==> config.mk <==
export PLATFORM = sky130hd
export DESIGN_NAME = decode_queue
export DESIGN_NICKNAME = d
export VERILOG_FILES = /design/src/rtl/decode_queue.sv
export SDC_FILE = /design/constraint.sdc
export NUM_CORES = 1
export LEC_CHECK = 0
export CAP_MARGIN = 20
export CORE_ASPECT_RATIO = 0.9
export CORE_MARGIN = 10
export CORE_UTILIZATION = 51
export DETAILED_ROUTE_END_ITERATION = 12
export HOLD_SLACK_MARGIN = 0.06
export MAX_ROUTING_LAYER = met4
export PLACE_DENSITY_LB_ADDON = 0.3
export SYNTH_ARGS = -nofsm -noshare
export SYNTH_HDL_FRONTEND = slang
export SYNTH_SLANG_ARGS = --single-unit
==> constraint.sdc <==
create_clock -name i_Clock -period 9 [get_ports i_Clock]
set_input_delay 1.8 -clock i_Clock [delete_from_list [all_inputs] [get_ports i_Clock]]
set_output_delay 1.8 -clock i_Clock [all_outputs]
set_load 0.01 [all_outputs]
==> src/rtl/decode_queue.sv <==
// decode_queue: RV32I(+M) decode FIFO between fetch and execute with legality checks, trap locking and flush
package decode_queue_pkg;
  typedef struct packed {
    logic jump;
    logic branch;
    logic jalr;
  } id_if_ctrl_t;
  typedef struct packed {
    logic [1:0] alu_src1;
    logic       alu_src2;
    logic [2:0] alu_op;
    logic       alu_op_alt;
  } ex_ctrl_t;
  typedef struct packed {
    logic       mem_read;
    logic       mem_write;
    logic [2:0] mem_mode;
  } mem_ctrl_t;
  typedef struct packed {
    logic [1:0] writeback_src;
    logic       reg_write;
  } wb_ctrl_t;
  typedef struct packed {
    logic [4:0] rs1;
    logic [4:0] rs2;
    logic [4:0] rd;
  } reg_ids_t;
  localparam logic [1:0] SRC1_RS1 = 2'd0, SRC1_PC = 2'd1, SRC1_ZERO = 2'd2;
  localparam logic [1:0] WB_ALU = 2'd0, WB_MEM = 2'd1, WB_PC4 = 2'd2;
  localparam logic [1:0] TRAP_NONE = 2'd0, TRAP_ILLEGAL = 2'd1, TRAP_ECALL = 2'd2, TRAP_EBREAK = 2'd3;
endpackage

module decode_queue
  import decode_queue_pkg::*;
#(
  parameter int DEPTH    = 4,
  parameter int PC_WIDTH = 32,
  parameter bit ENABLE_M = 1'b1
) (
  input  logic                        i_Clock,
  input  logic                        i_Reset_n,
  input  logic                        i_Flush,
  input  logic                        i_FetchValid,
  output logic                        o_FetchReady,
  input  logic [31:0]                 i_InstructionWord,
  input  logic [PC_WIDTH-1:0]         i_PC,
  output logic                        o_DecodeValid,
  input  logic                        i_DecodeReady,
  output logic [PC_WIDTH-1:0]         o_PC,
  output id_if_ctrl_t                 o_ID_IF_Control,
  output ex_ctrl_t                    o_EX_Control,
  output mem_ctrl_t                   o_MEM_Control,
  output wb_ctrl_t                    o_WB_Control,
  output reg_ids_t                    o_RegisterIDs,
  output logic [31:0]                 o_Immediate,
  output logic                        o_MulDiv,
  output logic [1:0]                  o_TrapCause,
  output logic [$clog2(DEPTH):0]      o_Count
);
  localparam int AW = $clog2(DEPTH);
  localparam int CW = AW + 1;
  typedef struct packed {
    logic [PC_WIDTH-1:0] pc;
    id_if_ctrl_t         ctl_if;
    ex_ctrl_t            ctl_ex;
    mem_ctrl_t           ctl_mem;
    wb_ctrl_t            ctl_wb;
    reg_ids_t            regs;
    logic [31:0]         imm;
    logic                mul_div;
    logic [1:0]          cause;
  } entry_t;
  logic [31:0] w, imm_i, imm_s, imm_b, imm_u, imm_j;
  logic [2:0] f3;
  logic [6:0] f7;
  logic legal;
  logic [1:0] sys_cause;
  entry_t d, head;
  entry_t slots [DEPTH];
  logic [AW-1:0] wr_ptr, rd_ptr;
  logic [CW-1:0] count;
  logic trap_lock, push, pop;
  assign w = i_InstructionWord;
  assign f3 = w[14:12];
  assign f7 = w[31:25];
  assign imm_i = {{20{w[31]}}, w[31:20]};
  assign imm_s = {{20{w[31]}}, w[31:25], w[11:7]};
  assign imm_b = {{19{w[31]}}, w[31], w[7], w[30:25], w[11:8], 1'b0};
  assign imm_u = {w[31:12], 12'b0};
  assign imm_j = {{11{w[31]}}, w[31], w[19:12], w[20], w[30:21], 1'b0};
  always_comb begin
    d = '0;
    legal = 1'b1;
    sys_cause = TRAP_NONE;
    d.pc = i_PC;
    d.regs = '{rs1: w[19:15], rs2: w[24:20], rd: w[11:7]};
    case (w[6:0])
      7'b0110111: begin
        d.ctl_ex.alu_src1 = SRC1_ZERO;
        d.ctl_ex.alu_src2 = 1'b1;
        d.ctl_wb.reg_write = 1'b1;
        d.imm = imm_u;
      end
      7'b0010111: begin
        d.ctl_ex.alu_src1 = SRC1_PC;
        d.ctl_ex.alu_src2 = 1'b1;
        d.ctl_wb.reg_write = 1'b1;
        d.imm = imm_u;
      end
      7'b1101111: begin
        d.ctl_if.jump = 1'b1;
        d.ctl_ex.alu_src1 = SRC1_PC;
        d.ctl_ex.alu_src2 = 1'b1;
        d.ctl_wb = '{writeback_src: WB_PC4, reg_write: 1'b1};
        d.imm = imm_j;
      end
      7'b1100111: begin
        d.ctl_if = '{jump: 1'b1, branch: 1'b0, jalr: 1'b1};
        d.ctl_ex.alu_src2 = 1'b1;
        d.ctl_wb = '{writeback_src: WB_PC4, reg_write: 1'b1};
        d.imm = imm_i;
        legal = f3 == 3'd0;
      end
      7'b1100011: begin
        d.ctl_if.branch = 1'b1;
        d.ctl_ex.alu_op_alt = 1'b1;
        d.imm = imm_b;
        legal = f3[2:1] != 2'b01;
      end
      7'b0000011: begin
        d.ctl_mem = '{mem_read: 1'b1, mem_write: 1'b0, mem_mode: f3};
        d.ctl_ex.alu_src2 = 1'b1;
        d.ctl_wb = '{writeback_src: WB_MEM, reg_write: 1'b1};
        d.imm = imm_i;
        legal = f3[1:0] != 2'b11 && f3 != 3'd6;
      end
      7'b0100011: begin
        d.ctl_mem = '{mem_read: 1'b0, mem_write: 1'b1, mem_mode: f3};
        d.ctl_ex.alu_src2 = 1'b1;
        d.imm = imm_s;
        legal = !f3[2] && f3[1:0] != 2'b11;
      end
      7'b0010011: begin
        d.ctl_ex.alu_src2 = 1'b1;
        d.ctl_ex.alu_op = f3;
        d.ctl_ex.alu_op_alt = f3 == 3'd5 && w[30];
        d.ctl_wb.reg_write = 1'b1;
        d.imm = imm_i;
        legal = f3 == 3'd1 ? f7 == 7'h00 : f3 == 3'd5 ? (f7 == 7'h00 || f7 == 7'h20) : 1'b1;
      end
      7'b0110011: begin
        d.ctl_ex.alu_op = f3;
        d.ctl_wb.reg_write = 1'b1;
        d.ctl_ex.alu_op_alt = f7 != 7'h01 && w[30];
        d.mul_div = f7 == 7'h01 && ENABLE_M;
        legal = f7 == 7'h01 ? ENABLE_M : f7 == 7'h00 || (f7 == 7'h20 && (f3 == 3'd0 || f3 == 3'd5));
      end
      7'b1110011: begin
        legal = w == 32'h0000_0073 || w == 32'h0010_0073;
        sys_cause = w[20] ? TRAP_EBREAK : TRAP_ECALL;
      end
      default: legal = 1'b0;
    endcase
    d.cause = legal ? sys_cause : TRAP_ILLEGAL;
    if (d.cause != TRAP_NONE) begin
      d.ctl_if = '0;
      d.ctl_mem = '0;
      d.ctl_wb = '0;
      d.imm = '0;
      d.mul_div = 1'b0;
    end
  end
  assign o_FetchReady = count < CW'(DEPTH) && !trap_lock;
  assign o_DecodeValid = count != '0;
  assign push = i_FetchValid && o_FetchReady && !i_Flush;
  assign pop = o_DecodeValid && i_DecodeReady && !i_Flush;
  always_ff @(posedge i_Clock or negedge i_Reset_n) begin
    if (!i_Reset_n) begin
      wr_ptr <= '0;
      rd_ptr <= '0;
      count <= '0;
      trap_lock <= 1'b0;
    end else if (i_Flush) begin
      wr_ptr <= '0;
      rd_ptr <= '0;
      count <= '0;
      trap_lock <= 1'b0;
    end else begin
      wr_ptr <= wr_ptr + AW'(push);
      rd_ptr <= rd_ptr + AW'(pop);
      count <= count + CW'(push) - CW'(pop);
      trap_lock <= trap_lock || (push && d.cause != TRAP_NONE);
    end
  end
  always_ff @(posedge i_Clock) begin
    if (push) slots[wr_ptr] <= d;
  end
  assign head = o_DecodeValid ? slots[rd_ptr] : '0;
  assign o_PC = head.pc;
  assign o_ID_IF_Control = head.ctl_if;
  assign o_EX_Control = head.ctl_ex;
  assign o_MEM_Control = head.ctl_mem;
  assign o_WB_Control = head.ctl_wb;
  assign o_RegisterIDs = head.regs;
  assign o_Immediate = head.imm;
  assign o_MulDiv = head.mul_div;
  assign o_TrapCause = head.cause;
  assign o_Count = count;
endmodule
# Word-level counts from Yosys, hierarchy flattened
# Memories as Yosys holds them, arrays and structs flattened.
# Index checks and enable logic that the tools add are counted.
# totals
mem_count,1
latch_bits,0
input_bits,69
ram_bits,400
elab_cells,90
regBits,8
romBits,0
# mem_list
name,depth,word_bits,rd,rd_ports_with_merged_regs,wr,line_no,source
slots,4,100,1,0,1,79,entry_t slots [DEPTH];
# classes
div_mod_pow,0
bitwise_logic,0
n_addsub,4
mul,0
eq_ne,20
muxes,29
n_reduce_logical,31
n_shift,0
n_lt_le_gt_ge,1
# op_table
operator,n
$pmux 32 s5,1
$mux 100,1
$mux 33,1
$eq 32x21->1 const B,1
$eq 32x7->1 const B,1
$eq 7x6->1 const B,4
$eq 7x7->1 const B,4
$eq 7x5->1 const B,2
$reduce_or 7->1,2
$mux 1,13
$logic_and 1x1->1,11
$pmux 5 s2,1
$mux 3,3
$mux 2,4
$mux 8,1
$pmux 1 s8,1
$pmux 2 s2,2
$reduce_or 2->1,4
$eq 7x1->1 const B,1
$eq 7x2->1 const B,1
$logic_not 7->1,1
$ne 7x1->1 const B,1
$reduce_or 3->1,2
$logic_or 1x1->1,5
other kinds (14),17

# Longest topological paths before layout
# logic_depth
ltp_word,11
mapped_depth,9
depth_no_buf,8

# Least setup slack after synthesis
# No wires, ideal clock.
# synth_timing
kind,input to register
from,input port i_Flush
to,"memory slots[1][0] (netlist name), enable pin"
required_time_ps,8301
setup_time_ps,699
setup_slack_ps,-950
stages,3
path_buffers,0
t_arrival_ps,9251
path_cell_list,inv_1 nand3_1 nor3b_1
# synth_between
elab_chain_len,4
# synth_lines
element,line_no,source
"start, declared",42,"input logic i_Flush,"
$logic_not 1->1,175,assign push = i_FetchValid && o_FetchReady && !i_Flush;
$logic_and 1x1->1,175,
$mux 1,196,if (push) slots[wr_ptr] <= d;
$mux 1 (not written as such),196,
"end, declared",79,
# No other way between the ends.

==> flow_summary_export.csv <==
group,metric,value,unit
run_status,status,"completed",
clocking,tritoncts,"done",
synth,yosysWarnings,0,
worst_setup_path,cp.required,7200,ps
routing,drtPass1Iterations,5,
routing,highest_layer,"met4",
clocking,postCtsSetupBuffers,0,
routing,final_antenna_net_count,0,
worst_hold_path,hold_path_depth,1,
routing,vias_per_cell,5.87,
synth,netlist_area,16400,um2
sta,worst_pin_slew,1030,ps
synth,synth_cell_types,60,
synth,synth_top_cell_by_area,"edfxtp_1",
sta,setup_ws,3800,ps
layout,layoutNonFillerInstCount,1468,
synth,synth_edf_count,396,
synth,synth-seq-area-share,73.8,%
power_and_ir_drop,comb_power_share,22.9,%
sta,holdWs,525,ps
worst_setup_path,path_max_fanout,62,
clocking,cts_max_path_buffers,3,
layout,fin_area,19800,um2
power_and_ir_drop,p_clk_share,32.8,%
place,pre_cts_slack,4140,ps
layout,drive_gt1_share,18.6,%
clocking,clk_pin_slew,60,ps
clocking,numCtsBuffers,42,
power_and_ir_drop,power_density,246,nW/um2
die,die_area,39700,um2
routing,dr_wl_met3,2360,um
worst_setup_path,cp.arrival,3400,ps
grt,grt_overflow_total,0,
die,rows,62,
clocking,clock-root-buffer,"clkbuf_16",
clocking,hold_buffers,0,
sta,period_share,57.8,%
routing,vias,8620,
layout,nNetsFinal,1095,
synth,synth_top_area_share,72.6,%
clocking,htree_levels,2,
power_and_ir_drop,p_seq_share,44.3,%
place,gp_congestion,0.840,
sta,slew_violations,0,
power_and_ir_drop,finalPower,4.89,mW
synth,syn_area_per_cell,19.5,um2
sta,setup_violations,0,
power_and_ir_drop,swShare,24.9,%
clocking,cts_sinks,404,
sta,max_freq,192,MHz
worst_setup_path,reg2regPathDepth,9,
sta,hold_violations,0,
die,core_area,31800,um2
clocking,cts_resized,0,
place,port_buffers,173,
layout,fin_util,62.4,%
sta,fin_worst_skew,13.7,ps
worst_setup_path,r2r_start,"o_Count[2]$_DFF_PN0_",
layout,syn_to_final_growth,21.0,%
power_and_ir_drop,p_int,3.67,mW
worst_setup_path,worstSetupStartpoint,"rd_ptr[1]$_DFF_PN0_",
worst_hold_path,hold_class,"reg -> reg",
worst_setup_path,start_kind,"register",
die,start_util,51.5,%
grt,antenna_found_initial,1,
synth,synth-seq-cells,404,
routing,drt_iter0_markers,570,
die,pin_count,174,
flow_run,maxCapViolations,0,
sta,grt_setup_unrepaired,"no",
power_and_ir_drop,vdd_drop_max,0.246,mV
routing,wl_per_cell,25.1,um
place,hpwl,22700,um
die,die_y,190,um
grt,grt_use_total,18.8,%
routing,wl_met1,16500,um
sta,min_period,5200,ps
clocking,clock_latency,530,ps
worst_hold_path,hold_start,"trap_lock$_DFF_PN0_",
place,place_area,18500,um2
sta,slew_headroom,31.3,%
synth,syn_nets,914,
routing,dr_wl_met2,17400,um
routing,drc_errors,0,
power_and_ir_drop,p_sw,1.22,mW
grt,grt_pass1_wl,55800,um
grt,grt_max_degree,72,
synth,async_reset_ff_share,1.98,%
routing,wl,36900,um
synth,syn_inst,840,
die,dieWidth,209,um
worst_setup_path,criticalPathCategory,"reg -> out",
power_and_ir_drop,p_leak,6.20,nW
grt,grt_pass1_vias,8782,
synth,synthFlopType,"edfxtp_1",
sta,tns,0,ps
place,placedCellCount,1392,
worst_setup_path,end_kind,"output pin",
synth,synth_area_leaders,"edfxtp_1, mux4_2, and2_1",
## routing by layer
| metal | vias to the layer above | global-route usage [%] |
|---|---|---|
| met1 | 4542 | 26.3 |
| met3 | 54 | 3.84 |
| li1 | 3727 | - |
| met2 | 297 | 28.3 |
| met4 | 0 | 4.06 |
| met5 | - | - |
## placed cells by master (no fill, tap or decap), drive strengths merged, types with 2 or more instances in the layout
cell           instances
clkbuf                60
inv                   11
nand3                  4
a31oi                  2
mux4                  99
nand2b                 3
and4                   2
nor4                   6
a211oi                 3
and3b                  7
buf                   14
or3                    5
or4                    3
a22o                   2
edfxtp               396
o21ai                  5
dfrtp                  8
nor3                   6
a22oi                  4
nor2b                  5
and3                   4
clkinv                10
a21oi                 38
bufinv                 2
and2                 105
or2                    2
ha                     4
nor3b                  2
nand2                 24
clkdlybuf4s50        173
xnor2                  4
nor2                  19
## final timing paths
kind,to,slack [ps]
max in group asynchronous,rd_ptr[1]$_DFF_PN0_,7130
setup / recovery,o_RegisterIDs[9],3800
setup reg to reg,o_Count[2]$_DFF_PN0_,5700
hold / removal,trap_lock$_DFF_PN0_,520
hold reg to reg,trap_lock$_DFF_PN0_,520
min in group asynchronous,trap_lock$_DFF_PN0_,1560
## registers in the layout, summed over array words and instances, names as in the netlist
| signal | cells |
|---|---|
| trap_lock | 1 |
| o_Count | 3 |
| wr_ptr | 2 |
| slots | 396 |
| rd_ptr | 2 |
## synthesized netlist by cell type (2+ instances only)
cell        n
nand3_1     4
a211oi_2    2
buf_2       3
a22oi_1     4
a21oi_2     9
and3_1      4
or3_1       4
and4_1      2
o21ai_0     5
a21oi_1    28
a31oi_1     2
xnor2_1     4
clkbuf_1   27
buf_4       3
nor2_1     19
dfrtp_1     8
buf_1      10
nor2b_1     5
nor3_1      6
and2_1    105
edfxtp_1  396
nand2_1    24
or2_2       2
nor3b_1     2
buf_6       4
nand2b_1    3
or4_1       3
and3b_1     6
mux4_2     99
nor4_1      6
inv_1       9
ha_1        4
## logic make-up after synthesis
logic type / after synthesis / share of synthesized area [%]
AO/OA/AOI/OAI: 64 / 2.71
AND/OR/NAND/NOR: 203 / 7.35
adder cells (fa/ha/maj): 5 / 0.428
buffers and inverters: 59 / 1.77
XOR/XNOR: 5 / 0.267
flip-flops: 404 / 73.8
multiplexers: 100 / 13.7
## cell type report
| type | instances | area, um2 |
|---|---|---|
| repair buffers | 187 | 1860 |
| multi-input cells | 377 | 4060 |
| diodes | 1 | 2.50 |
| clock buffers | 60 | 1140 |
| fillers | 2260 | 12000 |
| inverters | 9 | 33.8 |
| well taps | 416 | 520 |
| flip-flops and latches | 404 | 12100 |
| clock inverters | 14 | 123 |
## worst max-delay path: stages, from the launching register on
cell,delay [ps]
dfrtp_4,1060
buf_4,650
mux4_2,460
and2_1,190
clkdlybuf4s50_1,480
## power by group through the flow
stage / Clock, mW / Sequential (mW) / Combinational [mW]
final: 1.60 / 2.17 / 1.12
after global routing: 1.71 / 2.17 / 1.21
after CTS: 1.64 / 2.17 / 1.15
after detailed placement: 0 / 2.21 / 1.15
after global placement: 0 / 2.20 / 1.14
after floorplan: 0 / 2.19 / 0.571
Note: power is estimated with default switching activity, not from simulation.
